==> src/rtl/decode_issue_queue.sv <==
// decode_issue_queue: FIFO of decoded instructions between decode and execute.
// The head entry is read combinationally. A push into a full queue is dropped
// and reported by a one-cycle overflow_err pulse.
module decode_issue_queue #(
    parameter  int unsigned DEPTH = 4,
    localparam int unsigned PTR_W = $clog2(DEPTH)
) (
    input  logic             CLK,
    input  logic             RST,
    input  logic             queue_wen,
    input  logic [31:0]      instr_in,
    input  logic [31:0]      pc_in,
    input  logic             vsetvl_in,
    input  logic             stall_queue,
    input  logic             flush_queue,
    output logic             is_queue_full,
    output logic             valid_out,
    output logic [31:0]      instr_out,
    output logic [31:0]      pc_out,
    output logic             vsetvl_out,
    output logic [PTR_W:0]   count,
    output logic             overflow_err
);

    localparam int unsigned CNT_W = PTR_W + 1;

    typedef struct packed {
        logic [31:0] instr;
        logic [31:0] pc;
        logic        vsetvl;
    } entry_t;

    entry_t           entries [DEPTH];
    entry_t           head;
    logic [PTR_W-1:0] wr_ptr;
    logic [PTR_W-1:0] rd_ptr;
    logic [PTR_W-1:0] ptr_diff;
    logic             push;
    logic             pop;

    // Status and handshake terms; fullness depends on count only.
    assign is_queue_full = (count == CNT_W'(DEPTH));
    assign valid_out     = (count != '0);
    assign pop           = valid_out & ~stall_queue;
    assign push          = queue_wen & ~is_queue_full;
    assign ptr_diff      = wr_ptr - rd_ptr;

    // Head entry presented to execute.
    assign head       = entries[rd_ptr];
    assign instr_out  = head.instr;
    assign pc_out     = head.pc;
    assign vsetvl_out = head.vsetvl;

    // Pointer, occupancy and overflow update; flush outranks push and pop.
    always_ff @(posedge CLK or posedge RST) begin
        if (RST) begin
            wr_ptr       <= '0;
            rd_ptr       <= '0;
            count        <= '0;
            overflow_err <= 1'b0;
        end else if (flush_queue) begin
            wr_ptr       <= '0;
            rd_ptr       <= '0;
            count        <= '0;
            overflow_err <= 1'b0;
        end else begin
            overflow_err <= queue_wen & is_queue_full;
            if (push) begin
                wr_ptr <= wr_ptr + PTR_W'(1);
            end
            if (pop) begin
                rd_ptr <= rd_ptr + PTR_W'(1);
            end
            case ({push, pop})
                2'b10:   count <= count + CNT_W'(1);
                2'b01:   count <= count - CNT_W'(1);
                default: count <= count;
            endcase
        end
    end

    // Entry storage write; contents are not reset.
    always_ff @(posedge CLK) begin
        if (push && !flush_queue) begin
            entries[wr_ptr] <= '{instr: instr_in, pc: pc_in, vsetvl: vsetvl_in};
        end
    end

    // Occupancy must agree with the pointer distance (equal pointers mean empty or full).
    assert property (@(posedge CLK) disable iff (RST)
        (count == {1'b0, ptr_diff}) || (is_queue_full && (ptr_diff == '0)));

endmodule

==> config.mk <==
export PLATFORM = sky130hd
export DESIGN_NAME = decode_issue_queue
export DESIGN_NICKNAME = d
export VERILOG_FILES = /design/src/rtl/decode_issue_queue.sv
export SDC_FILE = /design/constraint.sdc
export NUM_CORES = 1
export LEC_CHECK = 0
export BUFFER_PORTS_ARGS = -buffer_cell sky130_fd_sc_hd__buf_2
export CORE_MARGIN = 2
export CORE_UTILIZATION = 43
export CTS_CLUSTER_SIZE = 40
export DETAILED_ROUTE_END_ITERATION = 16
export PLACE_DENSITY = 0.71
export SETUP_SLACK_MARGIN = 0.3
export SLEW_MARGIN = 10
export SYNTH_ARGS = -nofsm -noshare
export SYNTH_HDL_FRONTEND = slang
export SYNTH_SLANG_ARGS = --single-unit
export TNS_END_PERCENT = 1
==> constraint.sdc <==
create_clock -name CLK -period 3.15 [get_ports CLK]
set_input_delay 0.315 -clock CLK [delete_from_list [all_inputs] [get_ports CLK]]
set_output_delay 0.315 -clock CLK [all_outputs]
set_load 0.03 [all_outputs]
-- Word-level counts from Yosys, hierarchy flattened
Memories as Yosys holds them, arrays and structs flattened.
Cells that the tools add are included.
- flip-flop bits (word level): 8
- memory bits (writable): 260
- input port bits: 70
- output and inout bits: 71
- logic and storage cells: 32
- memories: 1
- memories (name ; words ; bits a word ; read ports ; clocked after Yosys merged registers in ; write ports ; RTL line ; source):
    entries ; 4 ; 65 ; 1 ; 0 ; 1 ; 33 ; entry_t entries [DEPTH];
- $add $sub $neg: 4
- equal/unequal tests: 3
- mux-type cells: 9
- bitwise gates (word level): 5
- reductions and logical operators: 6
- operators by type and width (kind ; count):
    2-to-1 mux 2 bit ; 4
    case mux 3 bit (2 select lines) ; 1
    nonzero test 3 bit ; 2
    adder 2 x 1 -> 2 bit (second input constant) ; 2
    nonzero test 2 bit ; 2
    adder 3 x 1 -> 3 bit (second input constant) ; 1
    AND 1 bit ; 3
    equality test 3 bit (second input constant) ; 1
    2-to-1 mux 1 bit ; 3
    2-to-1 mux 3 bit ; 1
    subtractor 3 x 1 -> 3 bit (second input constant) ; 1
    equality test 2 x 1 -> 1 bit (second input constant) ; 1
    equality test 2 bit (second input constant) ; 1
    NOT 1 bit ; 2
    logical AND 1 bit ; 1
    zero test 1 bit ; 1

-- Longest topological paths before layout
- depth after elaboration: 6
- mapped depth: 8
- gate-level depth less buffers: 7

-- Worst setup path after synthesis
OpenSTA, ideal clock, no wires.
- kind: reg2reg
- from: register count[0]
- to: memory entries[0][0] in the netlist's numbering (enable)
- setup time: 0.430 ns
- arrival: 2.761 ns
- required time: 2.720 ns
- path slack: -0.041 ns
- stages on the path, launching flop included: 5
- clock period less this slack: 3.191 ns
- cell sequence: dfrtp_1 -> or3b_1 -> inv_1 -> nor2_1 -> and2_1
- cells in the longest elaborated chain, start to end: 6
- ends and longest elaborated chain (item ; RTL line ; source):
    start: declaration ; 21 ; output logic [PTR_W:0] count,
    start signal: assignment ; 75 ; 2'b10: count <= count + CNT_W'(1);
    start signal: assignment ; 76 ; 2'b01: count <= count - CNT_W'(1);
    start signal: assignment ; 77 ; default: count <= count;
    equality test 3 bit ; 42 ; assign is_queue_full = (count == CNT_W'(DEPTH));
    named net is_queue_full ; 16 ; output logic is_queue_full,
    NOT 1 bit ; 45 ; assign push = queue_wen & ~is_queue_full;
    AND 1 bit ; 45 ;
    logical AND 1 bit ; 84 ; if (push && !flush_queue) begin
    2-to-1 mux 1 bit ; 84 ;
    2-to-1 mux 1 bit (not written as such) ; 85 ; entries[wr_ptr] <= '{instr: instr_in, pc: pc_in, vsetvl: vsetvl_in};
    end: declaration ; 33 ;
The timed path passes the listed nets, and every way through them passes these cells.

-- Worst setup path after layout
- from: register rd_ptr[0]
- to: output instr_out[27]
- cells in the longest elaborated chain, start to end: 1
- ends and longest elaborated chain (item ; RTL line ; source):
    start: declaration ; 36 ; logic [PTR_W-1:0] rd_ptr;
    start signal: assignment ; 72 ; rd_ptr <= rd_ptr + PTR_W'(1);
    memory read (4 x 65 bit) ; n/a ;
    end: declaration ; 18 ; output logic [31:0] instr_out,
Every way passes these cells.

==> out/qor.yml <==
worst_setup_path:
  critPathRequiredTime_ns: 2.83
  startpoint_type: "flip-flop"
  crit_arrival_ns: 2.36
  crit_fanout: 27
  critPathCaptureType: "primary output"
  critical_path_class: "flip-flop to primary output"
cts:
  cts-htree-levels: 1
  cts_inserted_buffers: 27
  clock_path_buffers: 3
  cts_resized: 0
  clk-insertion-delay-late_ns: 0.51
  root_buffer: "clkbuf_16"
  clk_pin_slew_ns: 0.06
  cts_hold_buf: 9
  tritoncts: "done"
  cts.sinks: 268
  post-cts-setup-buffers: 0
pwr:
  total_power_w: 0.008531
  pwr-share-seq: 0.490
  p_int_w: 0.006400
  power_frac_comb: 0.155
  switching_share: 0.2498
  switchingPower_w: 0.002131
  powerDensity_nw_per_um2: 710.9
  power_leakage_nw: 4.038
  clkPwrFrac: 0.355
  max-vdd-ir-drop_v: 0.0003667
global_route:
  antenna_found_initial: 3
  grt_pass1_wl_um: 27980
  grt_max_degree: 66
  grt_pass1_vias: 4902
  grt.total_usage: 0.1501
  gr-total-overflow: 0
timing:
  maxSlewHeadroom: 0.6258
  clock_skew_ns: 0.009574
  fmax_mhz: 373.3
  min_period_ns: 2.679
  finalCritPeriodShare: 0.8505
  tightest_slew_ns: 0.5613
  setup_viol: 0
  finalHoldViolCount: 0
  slew_viol_final: 0
  rsz0062_at_grt: "no"
routing:
  first_iter_violations: 473
  wire_per_inst_um: 20.77
  ant_nets: 0
  drtPass1Iterations: 4
  postRouteWirelength_um: 18420
  viasPerCell: 5.325
  drc: 0
  vias: 4723
logic_synthesis:
  syn_avg_cell_area_um2: 24.22
  synthDominantCellAreaShare: 0.7804
  ys_seq_elements: 268
  synth-adder-area-share: 0.007004
  synth_top_cell_by_area: "edfxtp_1"
  yosys_warnings: 0
  syn_nets: 488
  ys_types: 28
  seq_area_frac_synth: 0.8004
  synth_top_family_by_area: "multiplexers"
  syn_inst: 413
  synthMuxAreaShare: 0.1463
  synthXorXnorAreaFrac: 0.002626
  ys_top_cells_by_area: "edfxtp_1 (78%), mux4_2 (15%), dfrtp_1 (2.0%)"
  syn_area_um2: 10000
  synth_compound_area_frac: 0.007504
  synth-simple-area-share: 0.01751
floorplanning:
  row_count: 55
  core_um2: 22710
  ioPinCount: 141
  die_w_um: 156.5
  initial_utilization: 0.4406
  dieArea_um2: 24500
  fp.dieH_um: 156.5
flow_run:
  cap_violations: 0
finish:
  nets: 656
  area_growth_pct: 19.95
  layout.cells.non_filler: 887
  drive_above_1_share: 0.4341
placed_design:
  dp_hpwl_um: 11400
  placed_cells: 828
  gp_congestion: 0.6788
  portBuffers: 140
min_path:
  hold_class: "primary input to flip-flop"
outcome:
  status: "finished, final reports clean"
-- final timing paths --
path | to | startpoint | slack (ns) | cells past startpoint
worst max-delay path | instr_out[27] | rd_ptr[0] | 0.47 | 3
worst min-delay path | entries[3][38] | instr_in[5] | 0.02 | 1
worst max register to register | entries[2][29] | count[2] | 0.85 | 5
worst min register to register | wr_ptr[1] | wr_ptr[1] | 0.57 | 2
max in group asynchronous | rd_ptr[1] | RST | 2.56 | 3
min in group asynchronous | rd_ptr[0] | RST | 0.31 | 3
-- power by group through the flow --
stage	logic [W]	clock network (W)	registers, W
floorplan	0.00103	0	0.00419
global placement	0.00132	0	0.00425
detailed placement	0.00133	0	0.00426
CTS	0.00134	0.00310	0.00418
global route	0.00141	0.00324	0.00420
finish	0.00132	0.00303	0.00418
-- cell usage in the layout, fill, tap and decap left out, types with 6 or more instances in the layout --
master,instances
clkbuf_16,27
a21oi_1,6
inv_1,6
edfxtp_1,260
clkinv_2,6
mux4_2,65
dfrtp_1,6
nor2_1,10
dlygate4sd3_1,9
nand2_1,6
buf_12,6
clkinv_1,7
buf_2,140
-- logic make-up (layout without fill, tap and decap cells) --
| group | after synthesis | in the layout |
|---|---|---|
| flops | 268 | 268 |
| mux | 65 | 65 |
| simple gates | 34 | 34 |
| buf+inv | 25 | 211 |
| compound gates | 13 | 13 |
| fa+ha+maj | 5 | 5 |
| xor+xnor | 3 | 3 |
| other cells | 0 | 3 |
-- cell type report --
cell class              instances  area (um2)
clock inverters                18       161.4
clock buffers                  29       683.2
diodes                          3       7.507
well taps                     285       356.6
fillers                      1778       10710
inverters                       6       22.52
repair buffers                158       933.4
flip-flops and latches        268        8015
multi-input cells             120        1821
-- synthesized netlist by cell type --
| cell | instances |
|---|---|
| clkbuf_1 | 4 |
| mux4_2 | 65 |
| nand3_1 | 2 |
| inv_1 | 6 |
| nand2b_1 | 1 |
| buf_2 | 7 |
| dfrtp_1 | 8 |
| o211ai_1 | 1 |
| or3b_1 | 1 |
| edfxtp_1 | 260 |
| buf_6 | 1 |
| or2_2 | 1 |
| nor3b_2 | 1 |
| a41oi_1 | 1 |
| buf_4 | 3 |
| and2_1 | 6 |
| nand2_1 | 6 |
| a21oi_1 | 6 |
| fa_1 | 1 |
| buf_12 | 4 |
| o21bai_1 | 1 |
| nor2b_1 | 3 |
| nor2_1 | 10 |
| o21ai_0 | 3 |
| a31oi_1 | 1 |
| xnor2_1 | 3 |
| nor3_1 | 3 |
| ha_1 | 4 |
-- state kept, by name, indices dropped and copies added, names as in the netlist --
signal and count:
count 3, rd_ptr 2, wr_ptr 2, entries 260, overflow_err 1
-- through the flow --
step	hold slack (ns)	util	area (um2)	setup TNS [ns]	setup WS, ns
floorplan	0.1307	-	10010	-7.930	-0.04067
global placement	0.2958	0.4869	11060	0	0.8853
detailed placement	0.2962	0.4869	11060	0	0.8559
CTS	0.0004492	0.5281	11990	0	0.3904
global route	0.0007316	0.5283	12000	0	0.3010
finish	0.01781	0.5284	12000	0	0.4710
-- worst max-delay path: stages (launching register included) --
cell and delay (ns):
dfrtp_4 0.79, buf_4 0.32, mux4_2 0.53, buf_2 0.20
-- routing by layer --
metal  vias to the layer above  part of all wire  global-route usage
met3                        23             0.060             0.03102
li1                       2067                 -                   -
met1                      2492              0.43              0.2063
met4                         0             0.017             0.04325
met5                         -                 0                   0
met2                       141              0.49              0.2459
Note: power is estimated with default switching activity, not from simulation.
